$ cat src/rtl/cv32e40p_apu_iter_unit.sv
// cv32e40p_apu_iter_unit: APU responder with fast integer ops and a 32-step shift-add multiplier
module cv32e40p_apu_iter_unit #(
  parameter int APU_NARGS_CPU    = 3,
  parameter int APU_WOP_CPU      = 6,
  parameter int APU_NDSFLAGS_CPU = 15,
  parameter int APU_NUSFLAGS_CPU = 5,
  parameter int FAST_LATENCY     = 1
) (
  input  logic                                 clk_i,
  input  logic                                 rst_ni,
  input  logic                                 apu_req_i,
  output logic                                 apu_gnt_o,
  input  logic [APU_NARGS_CPU-1:0][31:0]       apu_operands_i,
  input  logic [APU_WOP_CPU-1:0]               apu_op_i,
  input  logic [APU_NDSFLAGS_CPU-1:0]          apu_flags_i,
  output logic                                 apu_rvalid_o,
  output logic [31:0]                          apu_result_o,
  output logic [APU_NUSFLAGS_CPU-1:0]          apu_flags_o
);
  typedef enum logic [1:0] {IDLE, BUSY_FAST, BUSY_MUL} state_e;
  state_e state_q, state_d;
  logic [3:0] cnt_q, cnt_d;
  logic [5:0] step_q, step_d;
  logic [63:0] acc_q, acc_d;
  logic [31:0] a_q, a_d, res_q, res_d;
  logic [4:0] flg_q, flg_d;
  logic hi_q, hi_d, rvalid_q, rvalid_d;
  logic [31:0] a, b, c, sum, dif, fres;
  logic [4:0] fflg;
  logic [5:0] op;
  logic [32:0] madd;
  logic is_mul, ovf_add, ovf_sub;
  logic unused_flags;
  assign unused_flags = ^apu_flags_i;
  assign a = apu_operands_i[0];
  assign b = apu_operands_i[1];
  assign c = apu_operands_i[2];
  assign op = apu_op_i[5:0];
  assign sum = a + b;
  assign dif = a - b;
  assign ovf_add = (a[31] == b[31]) && (sum[31] != a[31]);
  assign ovf_sub = (a[31] != b[31]) && (dif[31] != a[31]);
  assign is_mul = (op == 6'd3) || (op == 6'd4);
  assign fres = op == 6'd0 ? sum : op == 6'd1 ? dif : op == 6'd2 ? sum + c : 32'd0;
  assign fflg = op == 6'd0 ? {2'b0, ovf_add, 2'b0} : op == 6'd1 ? {2'b0, ovf_sub, 2'b0} :
                op == 6'd2 ? 5'b0 : 5'b10000;
  // the single multiplier adder: upper accumulator half plus a when the current b bit is set
  assign madd = {1'b0, acc_q[63:32]} + {1'b0, acc_q[0] ? a_q : 32'd0};
  assign apu_rvalid_o = rvalid_q;
  assign apu_result_o = rvalid_q ? res_q : 32'd0;
  assign apu_flags_o = rvalid_q ? APU_NUSFLAGS_CPU'(flg_q) : '0;
  // next state: grant only in IDLE; FAST_LATENCY=1 answers straight from the grant cycle
  always_comb begin
    state_d = state_q;
    cnt_d = cnt_q;
    step_d = step_q;
    acc_d = acc_q;
    a_d = a_q;
    res_d = res_q;
    flg_d = flg_q;
    hi_d = hi_q;
    rvalid_d = 1'b0;
    apu_gnt_o = rst_ni && apu_req_i && (state_q == IDLE);
    case (state_q)
      IDLE: if (apu_gnt_o) begin
        a_d = a;
        hi_d = op == 6'd4;
        if (is_mul) begin
          state_d = BUSY_MUL;
          acc_d = {32'd0, b};
          step_d = 6'd0;
        end else begin
          res_d = fres;
          flg_d = fflg;
          cnt_d = 4'(FAST_LATENCY - 1);
          rvalid_d = FAST_LATENCY == 1;
          state_d = FAST_LATENCY == 1 ? IDLE : BUSY_FAST;
        end
      end
      BUSY_FAST: begin
        cnt_d = cnt_q - 4'd1;
        rvalid_d = cnt_q == 4'd1;
        state_d = cnt_q == 4'd1 ? IDLE : BUSY_FAST;
      end
      BUSY_MUL: begin
        acc_d = {madd, acc_q[31:1]};
        step_d = step_q + 6'd1;
        if (step_q == 6'd31) begin
          rvalid_d = 1'b1;
          res_d = hi_q ? madd[32:1] : {madd[0], acc_q[31:1]};
          flg_d = 5'b0;
          state_d = IDLE;
        end
      end
      default: state_d = IDLE;
    endcase
  end
  // state and datapath registers; reset discards any pending operation
  always_ff @(posedge clk_i or negedge rst_ni) begin
    if (!rst_ni) begin
      state_q <= IDLE;
      cnt_q <= 4'd0;
      step_q <= 6'd0;
      acc_q <= 64'd0;
      a_q <= 32'd0;
      res_q <= 32'd0;
      flg_q <= 5'd0;
      hi_q <= 1'b0;
      rvalid_q <= 1'b0;
    end else begin
      state_q <= state_d;
      cnt_q <= cnt_d;
      step_q <= step_d;
      acc_q <= acc_d;
      a_q <= a_d;
      res_q <= res_d;
      flg_q <= flg_d;
      hi_q <= hi_d;
      rvalid_q <= rvalid_d;
    end
  end
endmodule
$ cat config.mk
export PLATFORM = sky130hd
export DESIGN_NAME = cv32e40p_apu_iter_unit
export DESIGN_NICKNAME = d
export VERILOG_FILES = /design/src/rtl/cv32e40p_apu_iter_unit.sv
export SDC_FILE = /design/constraint.sdc
export NUM_CORES = 1
export LEC_CHECK = 0
export ABC_AREA = 0
export BUFFER_PORTS_ARGS = -buffer_cell sky130_fd_sc_hd__buf_4
export CORE_AREA = 2 2 154 156
export CTS_CLUSTER_DIAMETER = 60
export DETAILED_ROUTE_END_ITERATION = 7
export DIE_AREA = 0 0 156 158
export PLACE_DENSITY = 0.81
export SLEW_MARGIN = 25
export SYNTH_ARGS = -nofsm -noshare
export SYNTH_HDL_FRONTEND = slang
export SYNTH_SLANG_ARGS = --single-unit
$ cat constraint.sdc
create_clock -name clk_i -period 4.4 [get_ports clk_i]
set_clock_uncertainty 0.15 [all_clocks]
set_input_delay 0.22 -clock clk_i [delete_from_list [all_inputs] [get_ports clk_i]]
set_output_delay 0.22 -clock clk_i [all_outputs]
set_load 0.1 [all_outputs]
Word level (Yosys, flattened, before mapping):

Index checks and enable logic that the tools add are counted.

* bits in registers: 147
* logic and storage cells: 81
* input port bits: 120

* multiplexer cells: 36
* equal/unequal tests: 16
* add/sub/neg operators: 6
* reductions and logical operators: 14

Operators by type and width (number)
* $mux 32: 9
* $mux 64: 2
* $pmux 64 s2: 1
* $add 32x32->32: 2
* $pmux 32 s2: 1
* $mux 5: 7
* $add 32x32->33: 1
* $sub 32x32->32: 1
* $eq 6x2->1 const B: 2
* $mux 6: 2
* $pmux 6 s2: 1
* $pmux 5 s2: 1
* $mux 4: 2
* $ne 2x2->1 const B: 4
* $pmux 4 s2: 1
* $add 6x1->6 const B: 1
* $eq 6x1->1 const B: 1
* $eq 6x3->1 const B: 1
* $eq 6x5->1 const B: 1
* $logic_not 6->1: 1
* $mux 2: 3
* $pmux 2 s3: 1
* $reduce_and 3->1: 2
* $eq 4x1->1 const B: 1
* other kinds (13): 23

Logic depth before layout (Yosys ltp):

Gate-level depths: netlist of the first run.

* depth in word-level cells: 8
* depth in mapped cells: 24

Worst setup path after synthesis of the first run:

No wires, ideal clock.

* kind: input to register
* start point: in apu_operands_i[0] (netlist name)
* end point: reg res_q[31]
* data arrival time: 4.463 ns
* buffers on the path: 0
* stages: 23
* data required time: 4.118 ns
* slack: -0.345 ns
* path through: ha_1 -> fa_1 -> nor2b_1 -> o21ai_0 -> a211oi_1 -> nor2_1 -> o41ai_2 -> a31oi_1 -> o31ai_2 -> a221oi_2 -> xor2_1 -> ha_1 -> a21oi_1 -> nor2b_1 -> o21ai_0 -> nand2b_1 -> a21o_1 -> a221oi_2 -> o22ai_1 -> or4_1 -> nand3_1 -> xnor2_1 -> o211ai_1

* longest elaborated chain between the ends: 8
* elaborated cells on any way between the ends: 9
* classes of those cells: 3 x add/sub; 6 x mux

RTL lines
* start, declared: RTL line 13 `input logic [APU_NARGS_CPU-1:0][31:0] apu_operands_i,`
* $add 32x32->32: RTL line 39 `assign sum = a + b;`
* $add 32x32->32: RTL line 44 `assign fres = op == 6'd0 ? sum : op == 6'd1 ? dif : op == 6'd2 ? sum + c : 32'd0;`
* $mux 32 (2 in series): RTL line 44
* $mux 32 *: RTL line 44
* $mux 32 *: RTL line 68 `if (is_mul) begin`
* $mux 32 *: RTL line 65 `IDLE: if (apu_gnt_o) begin`
* $pmux 32 s2 *: RTL line 64 `case (state_q)`
* end signal, assigned: RTL line 116 `res_q <= res_d;`
* end, declared: RTL line 25 `logic [31:0] a_q, a_d, res_q, res_d;`

Every way passes the cells marked *; elsewhere a longest branch is shown, timed or not. The select of a mux whose other input is x is not followed.
A chain may end at the register's enable or synchronous reset.

Worst setup path in the final report of the first run:

* start point: in apu_operands_i[32] (netlist name)
* end point: reg res_q[27]

The elaborated chain is that of the path after synthesis.

==> results of run 1 <==
## worst reg2reg max path: cells and delay by family, from the launching register on
| family | cells | cell delay [ps] |
|---|---|---|
| flops | 1 | 480 |
| fa+ha+maj | 2 | 700 |
| simple gates | 3 | 570 |
| compound gates | 8 | 1790 |
| xor+xnor | 1 | 370 |
## what timing repair did
item                       CTS  global route
hold buffers                35             0
buffers inserted             7             7
hold endpoints to repair    73             0
pin swaps                   21            46
setup endpoints to repair    8            14
resized for setup           29            62
## metal layers
layer  wire length [µm]  share of wire (%)  vias to the layer above  GRT usage, %
li1                   -                  -                     6818             -
met1              21310                 42                     7028         55.56
met2              22370                 44                      832         63.38
met3               5423                 11                      146         9.143
met4               1620                3.2                        0         12.71
met5                  0                  0                        -             0
## metrics by stage
stage	setup TNS, ps	hold WS (ps)
6_report	-36.99	7.292
5_1_grt	-775.0	7.351
4_1_cts	-1.992	0.2317
3_5_place_dp	-5924	7.221
3_3_place_gp	-4630	5.296
2_1_floorplan	-203.9	-225.6
## power groups by stage
stage / Combinational [µW] / Clock [µW] / Sequential [µW]
5_1_grt: 4860 / 1570 / 2080
6_report: 4500 / 1510 / 2040
4_1_cts: 4260 / 1500 / 2020
3_3_place_gp: 4000 / 0 / 2020
3_5_place_dp: 4110 / 0 / 2030
2_1_floorplan: 2800 / 0 / 1940
## Yosys cell counts (4+ instances only)
cell type / number / area (µm²)
nor3_1: 23 / 115.1
o211ai_1: 9 / 67.56
inv_1: 75 / 281.5
xor2_1: 39 / 341.6
nand4_1: 11 / 68.82
or3_1: 9 / 56.30
buf_2: 5 / 25.02
o21ai_0: 135 / 675.7
o21ai_1: 4 / 20.02
a21oi_1: 144 / 720.7
nand3_1: 30 / 150.1
a21o_1: 50 / 375.4
fa_1: 4 / 80.08
a22o_1: 7 / 61.31
xnor2_1: 81 / 709.4
a32o_1: 4 / 40.04
buf_4: 4 / 30.03
a221oi_1: 14 / 122.6
buf_1: 4 / 15.01
a31oi_1: 21 / 131.4
o21a_1: 14 / 105.1
and3_1: 10 / 62.56
o22ai_1: 28 / 175.2
clkbuf_1: 78 / 292.8
ha_1: 130 / 1627
mux2i_1: 43 / 430.4
a211o_1: 5 / 43.79
nor2b_1: 16 / 100.1
nor4_1: 5 / 31.28
nand2_1: 251 / 942.2
nor2_1: 121 / 454.2
o311ai_0: 5 / 43.79
dfrtp_1: 144 / 3603
a21boi_0: 5 / 37.54
o21bai_1: 24 / 180.2
and2_1: 70 / 437.9
a211oi_1: 16 / 120.1
nand3b_1: 4 / 30.03
nand2b_1: 16 / 100.1
a221oi_2: 4 / 60.06
o31ai_1: 4 / 30.03
o221ai_1: 10 / 87.58
## state kept, by name, summed over array words and instances (netlist names)
name and count:
hi_q 1, flg_q 2, step_q 6, cnt_q 4, acc_q 64, res_q 32
state_q 2, apu_rvalid_o 1, a_q 32
## layout make-up
type                            instances  area [µm²]  area share, %
Tap cell                              290       362.8          2.025
Timing Repair Buffer                  404        3147          17.56
Sequential cell                       144        3605          20.12
Clock buffer                           19       452.9          2.528
Clock inverter                         13       161.4         0.9007
Multi-Input combinational cell       1426        9902          55.26
Inverter                               77       289.0          1.613
## cell families after synthesis
logic type	Yosys count	synth area share (%)
flops	144	26.36
mux	45	3.314
compound gates	547	26.09
fa+ha+maj	134	12.49
xor+xnor	120	7.690
buf+inv	168	4.769
simple gates	577	19.26
other cells	1	0.02744
## worst max path at each step
| stage | startpoint | endpoint | slack (ps) | cells past startpoint |
|---|---|---|---|---|
| after floorplan | apu_operands_i[37] | res_q[31] | -200 | 24 |
| after global placement | apu_operands_i[0] | res_q[31] | -600 | 24 |
| after detailed placement | apu_operands_i[0] | res_q[29] | -690 | 26 |
| after CTS | apu_operands_i[32] | res_q[29] | -2 | 26 |
| after global routing | apu_operands_i[33] | res_q[31] | -150 | 24 |
| final | apu_operands_i[32] | res_q[27] | -30 | 25 |
==> results.md, run 1 <==
- Sequential group share of total power: approximately 25%
- Cells after DPL: 2,293
- Num CTS Buffers: 17
- Syn-to-layout area delta: 31.11%
- Number of synthesized flops with an enable pin: 0
- Number of vias per cell: about 6.2
- Crit path max-delay cell type: fa_2
- First DRT Iteration DRCs: 1,520
- Setup crit start kind: input port
- Slew Limit Fails: 0
- Die Y: between 150 and 200 µm
- Synth cell types: 78
- Reg-to-reg startpoint: acc_q[0]
- Largest net degree at the start of global routing: roughly 90
- Final worst slack: -25.18 ps
- Hold Path Class: in2reg
- Root buf cell: clkbuf_16
- Share of layout cells above drive strength 1: a little under a quarter
- Initial antenna violation count: 0
- Clock power frac: roughly a fifth
- P_sw: 3518 µW
- Worst setup path class: in2reg
- Final Hold Vio Count: 0
- Total track usage: between 40% and 50%
- Routed len/inst: 21.37 µm
- Commonest non-fill, non-tap cell in the layout: buf_4
- Post-synth top flop: dfrtp_1
- Placed Area: 16,380 µm²
- Sw frac: roughly 44%
- Top delay family on crit path: compound AO/OA/AOI/OAI gates
- Worst Setup End Kind: flop
- Final Setup Violations: 2
- Cell count after synthesis: approximately 1,700
- Fill cell count: approximately 1,600
- Core Rows: 56
- CTS Sinks: 144
- GR Overflow Total: 0
- RSZ-0062 raised after global routing: true
- Setup WS pre-CTS: -688.9 ps
- WL final: just over 50,000 µm
- Worst Hold End: acc_q[20]
- Hold path start: apu_operands_i[52]
- Most frequent cells in the layout: buf_4 (364), nand2_1 (249), dfrtp_1 (143)
- Vias in the first global route: between 10,000 and 15,000
- CP Data Required Time: about 4600 ps
- PD cells: 449.4 nW/µm²
- CP Max Fanout: 3
- Starting Density: roughly 59%
- Detailed Routing Iterations Pass 1: 6
- Leak: 0.008510 µW
- Logic gate share of total power: between 50% and 60%
- Worst path bufs/invs: 5
- H-tree depth: 4
- Worst Tran Pin Value: 996.1 ps
- FF-to-FF setup slack: between 200 and 250 ps
- Peak VDD IR: around 0.28 mV
- Die Wd: approximately 160 µm
- Die area: roughly 25,000 µm²
- Worst skew pair latency: between 400 and 500 ps
- Number of max-cap violations: 0
- Synth Warn #: 0
- Longest Clk Path Bufs: 2
- CP max stage delay: ~360 ps
- Share of flip-flops with an asynchronous set or reset: between 90% and 100%
- Worst slew margin: roughly a third
- Fin crit period: 4425 ps
- Final Instance Count excl. Fillers: between 2,000 and 2,500
- Internal power: 4535 µW
- Post-synthesis sequential area ratio: between 20% and 30%
- Power Total: 8053 µW
- Critical Path AT: 4600 ps
- Via count: approximately 15,000
- Gpl congestion: 0.9982
- Count of input and output buffers: 140
- Antenna diode instance count: 0
- Post-route cell area: around 18,000 µm²
- First-pass GRT wire length: about 77,000 µm
- Cell Area, Synth: around 14,000 µm²
- HPWL Detailed: approximately 37,000 µm
- Period utilisation layout: 100.6%
- CP most frequent cell: buf_4
- Status: finished, violations left
- Violated checks: setup timing
- Reg2Reg Capture Point: acc_q[61]
- Residual DRC: 0
- CTS tree: done
- I/O pin count: between 150 and 200
- Seq cells post-synth: 144
- ANT nets after route: 0
- F_max: roughly 0.23 GHz
- Core Region: 23,050 µm²
- Worst R2R Path Depth: 14
- Clk pin slew, worst setup/hold paths: about 70 ps
- Final Core Density: 77.74%
- Hold depth: 3
- Final net count: approximately 2,300
- Syn avg cell area: approximately 7.9 µm²
Note: power is estimated with default switching activity, not from simulation.
==> run 2: changes to the inputs <==
PLACE_DENSITY = 0.83   (was 0.81)
==> results.md, run 2 (synthesis results as in run 1) <==
- Status: finished, violations left
- Violated checks: hold timing, setup timing
- Setup WS pre-CTS: -761.7 ps (-72.78 ps)
- Antenna diode instance count: 0 (unchanged)
- Number of max-cap violations: 0 (unchanged)
- Fin crit period: 4456 ps (+31.26 ps)
- Detailed Routing Iterations Pass 1: 5 (-1)
- Leak: 0.008406 µW (-1.2%)
- Final net count: 2,306 (-0.77%)
- Root buf cell: clkbuf_16
- H-tree depth: 4 (unchanged)
- Routed len/inst: 20.99 µm (-1.8%)
- CTS Sinks: 144 (unchanged)
- Crit path max-delay cell type: a211o_4
- Gpl congestion: 0.9694 (-2.9%)
- CP max stage delay: 390 ps (+30 ps)
- Max FFs per register: 64 (unchanged)
- GR Overflow Total: 0 (unchanged)
- Count of input and output buffers: 140 (unchanged)
- HPWL Detailed: 37,120 µm (-0.50%)
- Worst slew margin: 38.54% (+4.9 points)
- Top Metal Used: met4
- Worst skew pair latency: 420 ps (about the same)
- Share of layout cells above drive strength 1: 24.02% (+0.11 points)
- Syn-to-layout area delta: 29.73%
- CP Data Required Time: 4570 ps (about the same)
- Die Wd: 156 µm (unchanged)
- Clk pin slew, worst setup/hold paths: 60 ps (about the same)
- Worst path cell trace: buf_4, inv_1, ha_1, nor2b_1, o311ai_4, buf_6, a31oi_4, a211o_4, o311ai_4, nand2_2, xnor2_2, ha_1, nor2b_1, o21ai_1, nand2b_1, a21o_1, a221oi_4, buf_6, xnor2_2, a221oi_2, o22ai_1, a21o_1
- Stages on worst setup path: 22 (-12%)
- Core Region: 23,050 µm² (unchanged)
- First DRT Iteration DRCs: 1,911 (+26%)
- Hold Path Class: in2reg
- Commonest non-fill, non-tap cell in the layout: buf_4
- Critical Path AT: 4620 ps (+20 ps)
- Power Total: 7863 µW (-2.4%)
- Starting Density: 59.29% (unchanged)
- Num CTS Buffers: 17 (unchanged)
- WL final: 49,440 µm (-2.5%)
- Longest Clk Path Bufs: 2 (unchanged)
- Hold path start: apu_operands_i[53]
- Final Setup Violations: 4 (+2)
- PD cells: 443.4 nW/µm² (-1.3%)
- Peak VDD IR: 0.3383 mV (+19%)
- Final worst slack: -56.44 ps (-31.26 ps)
- Reg-to-reg startpoint: acc_q[0]
- Initial antenna violation count: 0 (unchanged)
- Number of vias per cell: 6.231 (-0.26%)
- Hold_ws: -2.341 ps (-9.633 ps)
- Worst Hold End: acc_q[21]
- Routed wl met3: 5443 µm (+0.37%)
- Cells after DPL: 2,273 (-0.87%)
- RSZ-0062 raised after global routing: true
- Largest net degree at the start of global routing: 86 (-2.3%)
- Wire length on met1: 21,210 µm (-0.44%)
- I/O pin count: 159 (unchanged)
- Fill cell count: 1,684 (+3.8%)
- Residual DRC: 0 (unchanged)
- Met2 WL: 21,460 µm (-4.1%)
- Reg with most FFs: acc_q
- FF-to-FF setup slack: 350 ps (+130 ps)
- ANT nets after route: 0 (unchanged)
- First-pass GRT wire length: 75,930 µm (-1.2%)
- CP Max Fanout: 4 (+1)
- Worst setup path class: in2reg
- Setup crit start kind: input port
- Vias in the first global route: 14,050 (-1.1%)
- Worst R2R Path Depth: 14 (unchanged)
- Top delay family on crit path: compound AO/OA/AOI/OAI gates
- Period utilisation layout: 101.3% (+0.71 points)
- Final Hold Vio Count: 1 (+1)
- Via count: 14,670 (-1.0%)
- Biggest regs: acc_q (64), a_q (32), res_q (32)
- F_max: 0.2244 GHz (-0.70%)
- CTS tree: done
- Worst Tran Pin Value: 918.5 ps (-77.63 ps)
- Core Rows: 56 (unchanged)
- Hold depth: 3 (unchanged)
- Slew Limit Fails: 0 (unchanged)
- Die area: 24,650 µm² (unchanged)
- Worst path bufs/invs: 4 (-1)
- Final Core Density: 76.92% (-0.81 points)
- Most frequent cells in the layout: buf_4 (348), nand2_1 (247), dfrtp_1 (143)
- Die Y: 158 µm (unchanged)
- Worst Setup End Kind: flop
- Reg2Reg Capture Point: acc_q[61]
- Final Instance Count excl. Fillers: 2,355 (-0.76%)
- Total track usage: 39.64% (-0.75 points)
run 2: worst max path at each step:
stage | from | to | slack [ps]
2_1_floorplan | apu_operands_i[37] | res_q[31] | -200
3_3_place_gp | apu_operands_i[2] | res_q[28] | -700
3_5_place_dp | apu_operands_i[2] | res_q[24] | -760
4_1_cts | apu_operands_i[32] | res_q[27] | -50
5_1_grt | apu_operands_i[33] | res_q[31] | -210
6_report | apu_operands_i[33] | res_q[27] | -60
run 2: report_power, final:
part           switching, µW  leakage [µW]  internal (µW)  total (µW)
clock                    580      0.000260            777        1360
sequential               308       0.00178           1730        2030
combinational           2590       0.00637           1890        4470
total                   3480       0.00841           4390        7860
run 2: layout make-up:
cell class	instances	area, µm²	area share, %
Multi-Input combinational cell	1426	9922	55.96
Clock buffer	19	432.9	2.441
Tap cell	290	362.8	2.046
Inverter	77	289.0	1.630
Sequential cell	144	3605	20.33
Timing Repair Buffer	386	3005	16.95
Clock inverter	13	115.1	0.6492
run 2: per-layer routing:
layer / up-vias / GRT usage (%)
li1: 6780 / -
met1: 6949 / 56.11
met3: 119 / 8.787
met2: 826 / 60.79
met4: 0 / 11.71
met5: - / 0
run 2: repair_timing:
item                                    CTS  global route
hold endpoints to repair                 89             0
hold buffers                             31             0
buffers inserted                         10             9
resized for setup                        50            56
endpoints found under the setup margin   12            14
pin swaps                                34            53
run 2: worst min-delay path, cell delays in order:
cell	delay [ps]
buf_4	110
mux2i_1	70
o21ai_0	130
run 2: stage by stage:
stage	cell area (µm²)	hold WS, ps	setup TNS, ps
6_report	17730	-2.341	-143.8
2_1_floorplan	13680	-225.6	-203.9
4_1_cts	17430	2.737	-89.31
5_1_grt	17730	19.55	-1017
3_5_place_dp	16230	97.54	-8698
3_3_place_gp	16230	97.96	-7721
==> run 3: changes to the inputs <==
ABC_CLOCK_PERIOD_IN_PS = 4400   (was default)
CELL_PAD_IN_SITES_DETAIL_PLACEMENT = 1   (was default)
CELL_PAD_IN_SITES_GLOBAL_PLACEMENT = 1   (was default)
CORE_AREA = 2 2 178 180   (was 2 2 154 156)
DIE_AREA = 0 0 180 182   (was 0 0 156 158)
SETUP_SLACK_MARGIN = 0.05   (was default)
==> results.md, run 3 (synthesis results as in run 1) <==
- Root buf cell: clkbuf_16
- Crit path max-delay cell type: a211o_4
- Final worst slack: -152.1 ps (-95.67 ps)
- Period utilisation layout: 103.5% (+2.2 points)
- Die Wd: 180 µm (+15%)
- Most frequent cells in the layout: buf_4 (351), nand2_1 (247), dfrtp_1 (143)
- GR Layer Usage met3: 7.020% (-1.8 points)
- Residual DRC: 0 (unchanged)
- Slew Limit Fails: 0 (unchanged)
- Reg-to-reg startpoint: acc_q[0]
- Max FFs per register: 64 (unchanged)
- Biggest regs: acc_q (64), a_q (32), res_q (32)
- Worst Tran Pin Value: 1036 ps (+117.5 ps)
- RSZ-0062 raised after global routing: true
- Share of layout cells above drive strength 1: 24.92% (+0.90 points)
- Worst path cell trace: buf_4, buf_4, ha_1, nand2b_1, a221oi_2, a31oi_4, a211o_4, o21ai_4, o221ai_4, a221oi_4, xnor2_2, ha_2, a21oi_2, nor2b_1, o21ai_1, nand2b_1, a21o_1, a221oi_4, buf_6, o21ai_2, o21ai_1, o21ai_1, o211ai_1, o311ai_2
- Reg2Reg Capture Point: res_q[29]
- Core Rows: 65 (+16%)
- Worst setup path class: in2reg
- Starting Density: 44.11% (-15 points)
- M2 GR Usage: 60.28% (-0.51 points)
- Num CTS Buffers: 17 (unchanged)
- WL final: 61,750 µm (+25%)
- ANT nets after route: 0 (unchanged)
- Initial antenna violation count: 2 (+2)
- Hold path start: apu_operands_i[12]
- Largest net degree at the start of global routing: 62 (-28%)
- Gpl congestion: 0.9843 (+1.5%)
- Setup crit start kind: input port
- Reg with most FFs: acc_q
- Commonest non-fill, non-tap cell in the layout: buf_4
- Worst skew pair latency: 450 ps (+30 ps)
- Core Region: 30,990 µm² (+34%)
- Number of max-cap violations: 0 (unchanged)
- Power Total: 8345 µW (+6.1%)
- Worst slew margin: 30.94% (-7.6 points)
- Top delay family on crit path: compound AO/OA/AOI/OAI gates
- Final Hold Vio Count: 0 (-1)
- HPWL Detailed: 43,700 µm (+18%)
- Detailed Routing Iterations Pass 1: 6 (+1)
- Fin crit period: 4552 ps (+95.67 ps)
- Launch point of the worst path: apu_operands_i[4]
- CTS Sinks: 144 (unchanged)
- Leak: 0.008515 µW (+1.3%)
- First DRT Iteration DRCs: 1,312 (-31%)
- Status: finished, violations left
- CP Max Fanout: 4 (unchanged)
- Longest Clk Path Bufs: 2 (unchanged)
- Worst Setup End Kind: flop
- Number of vias per cell: 6.205 (-0.42%)
- Critical Path AT: 4660 ps (+40 ps)
- Top Usage Layer GRT: met2
- PD cells: 459.3 nW/µm² (+3.6%)
- Syn-to-layout area delta: 32.93%
- Hold Path Class: in2reg
- Violated checks: setup timing
- Clk pin slew, worst setup/hold paths: 70 ps (about the same)
- Placed Area: 16,420 µm² (+1.2%)
- Final Setup Violations: 4 (unchanged)
- Worst path bufs/invs: 3 (-1)
- Routed len/inst: 24.90 µm (+19%)
- CP most frequent cell: o21ai_1
- Worst R2R Path Depth: 14 (unchanged)
- FF-to-FF setup slack: 230 ps (-120 ps)
- Count of input and output buffers: 140 (unchanged)
- Stages on worst setup path: 24 (+9.1%)
- Via count: 15,390 (+4.9%)
- H-tree depth: 4 (unchanged)
- F_max: 0.2197 GHz (-2.1%)
- CP Data Required Time: 4510 ps (-60 ps)
- I/O pin count: 159 (unchanged)
- Final net count: 2,316 (+0.43%)
- Vias in the first global route: 16,170 (+15%)
- Setup TNS: -265.1 ps (-121.3 ps)
- GR Overflow Total: 0 (unchanged)
- Post-route cell area: 18,170 µm² (+2.5%)
- Met1 usage: 46.80% (-9.3 points)
- CTS tree: done
- Die area: 32,760 µm² (+33%)
- Total track usage: 36.68% (-3.0 points)
- CP max stage delay: 390 ps (about the same)
- Peak VDD IR: 0.3043 mV (-10%)
- First-pass GRT wire length: 93,580 µm (+23%)
- Die Y: 182 µm (+15%)
- CP endpoint: res_q[29]
-- run 3: area by class of cell --
type                    instances  area [µm²]
clock inverters                13       153.9
clock buffers                  19       442.9
diodes                          3       7.507
well taps                     402       503.0
multi-input cells            1426       10050
fillers                      3701       12820
repair buffers                396        3114
flip-flops and latches        144        3605
inverters                      77       291.5
-- run 3: per-layer routing --
metal / vias to the layer above / share of wire [%]
li1: 6800 / -
met1: 7712 / 41
met2: 677 / 47
met3: 199 / 7.0
met4: 0 / 4.6
met5: - / 0
-- run 3: worst register-to-register path, stage by stage (launching register included) --
cell and delay [ps]:
dfrtp_1 450, and2_1 190, ha_1 230, fa_1 470, a211oi_1 350, nor3_1 170, o211ai_1 230, nand3_1 260
a31oi_1 330, o21bai_1 130, a21o_1 220, a21o_1 180, a21oi_1 180, xor2_1 130, o311ai_2 370
-- run 3: worst min-delay path by stage --
stage | slack (ps) | cells after the start | to
after detailed placement | -50 | 1 | a_q[23]
after CTS | 5 | 3 | acc_q[25]
after global routing | 10 | 4 | a_q[12]
final | 10 | 4 | a_q[12]
after global placement | -50 | 1 | a_q[23]
after floorplan | -230 | 0 | a_q[0]
-- run 3: repair_timing --
item | in CTS | in global routing
hold buffers | 34 | 1
gates resized for setup | 62 | 63
pin swaps | 54 | 61
buffers inserted | 13 | 8
hold endpoints to repair | 57 | 1
setup endpoints to repair | 11 | 14
-- run 3: power by group --
group | internal, µW | leakage, µW | switching [µW] | total, µW
clock network | 862 | 0.000285 | 658 | 1520
registers | 1720 | 0.00178 | 353 | 2080
logic | 1900 | 0.00645 | 2840 | 4750
-- run 3: metrics by stage --
stage | util [%] | instances | setup slack [ps] | hold slack [ps]
CTS | 57.27 | 2468 | -3.082 | 4.736
global route | 58.63 | 2479 | -301.7 | 14.14
finish | 58.64 | 2480 | -152.1 | 10.32
detailed placement | 52.98 | 2389 | -741.9 | -49.46
floorplan | - | 1738 | -176.9 | -225.6
global placement | 52.98 | 2389 | -611.6 | -48.19
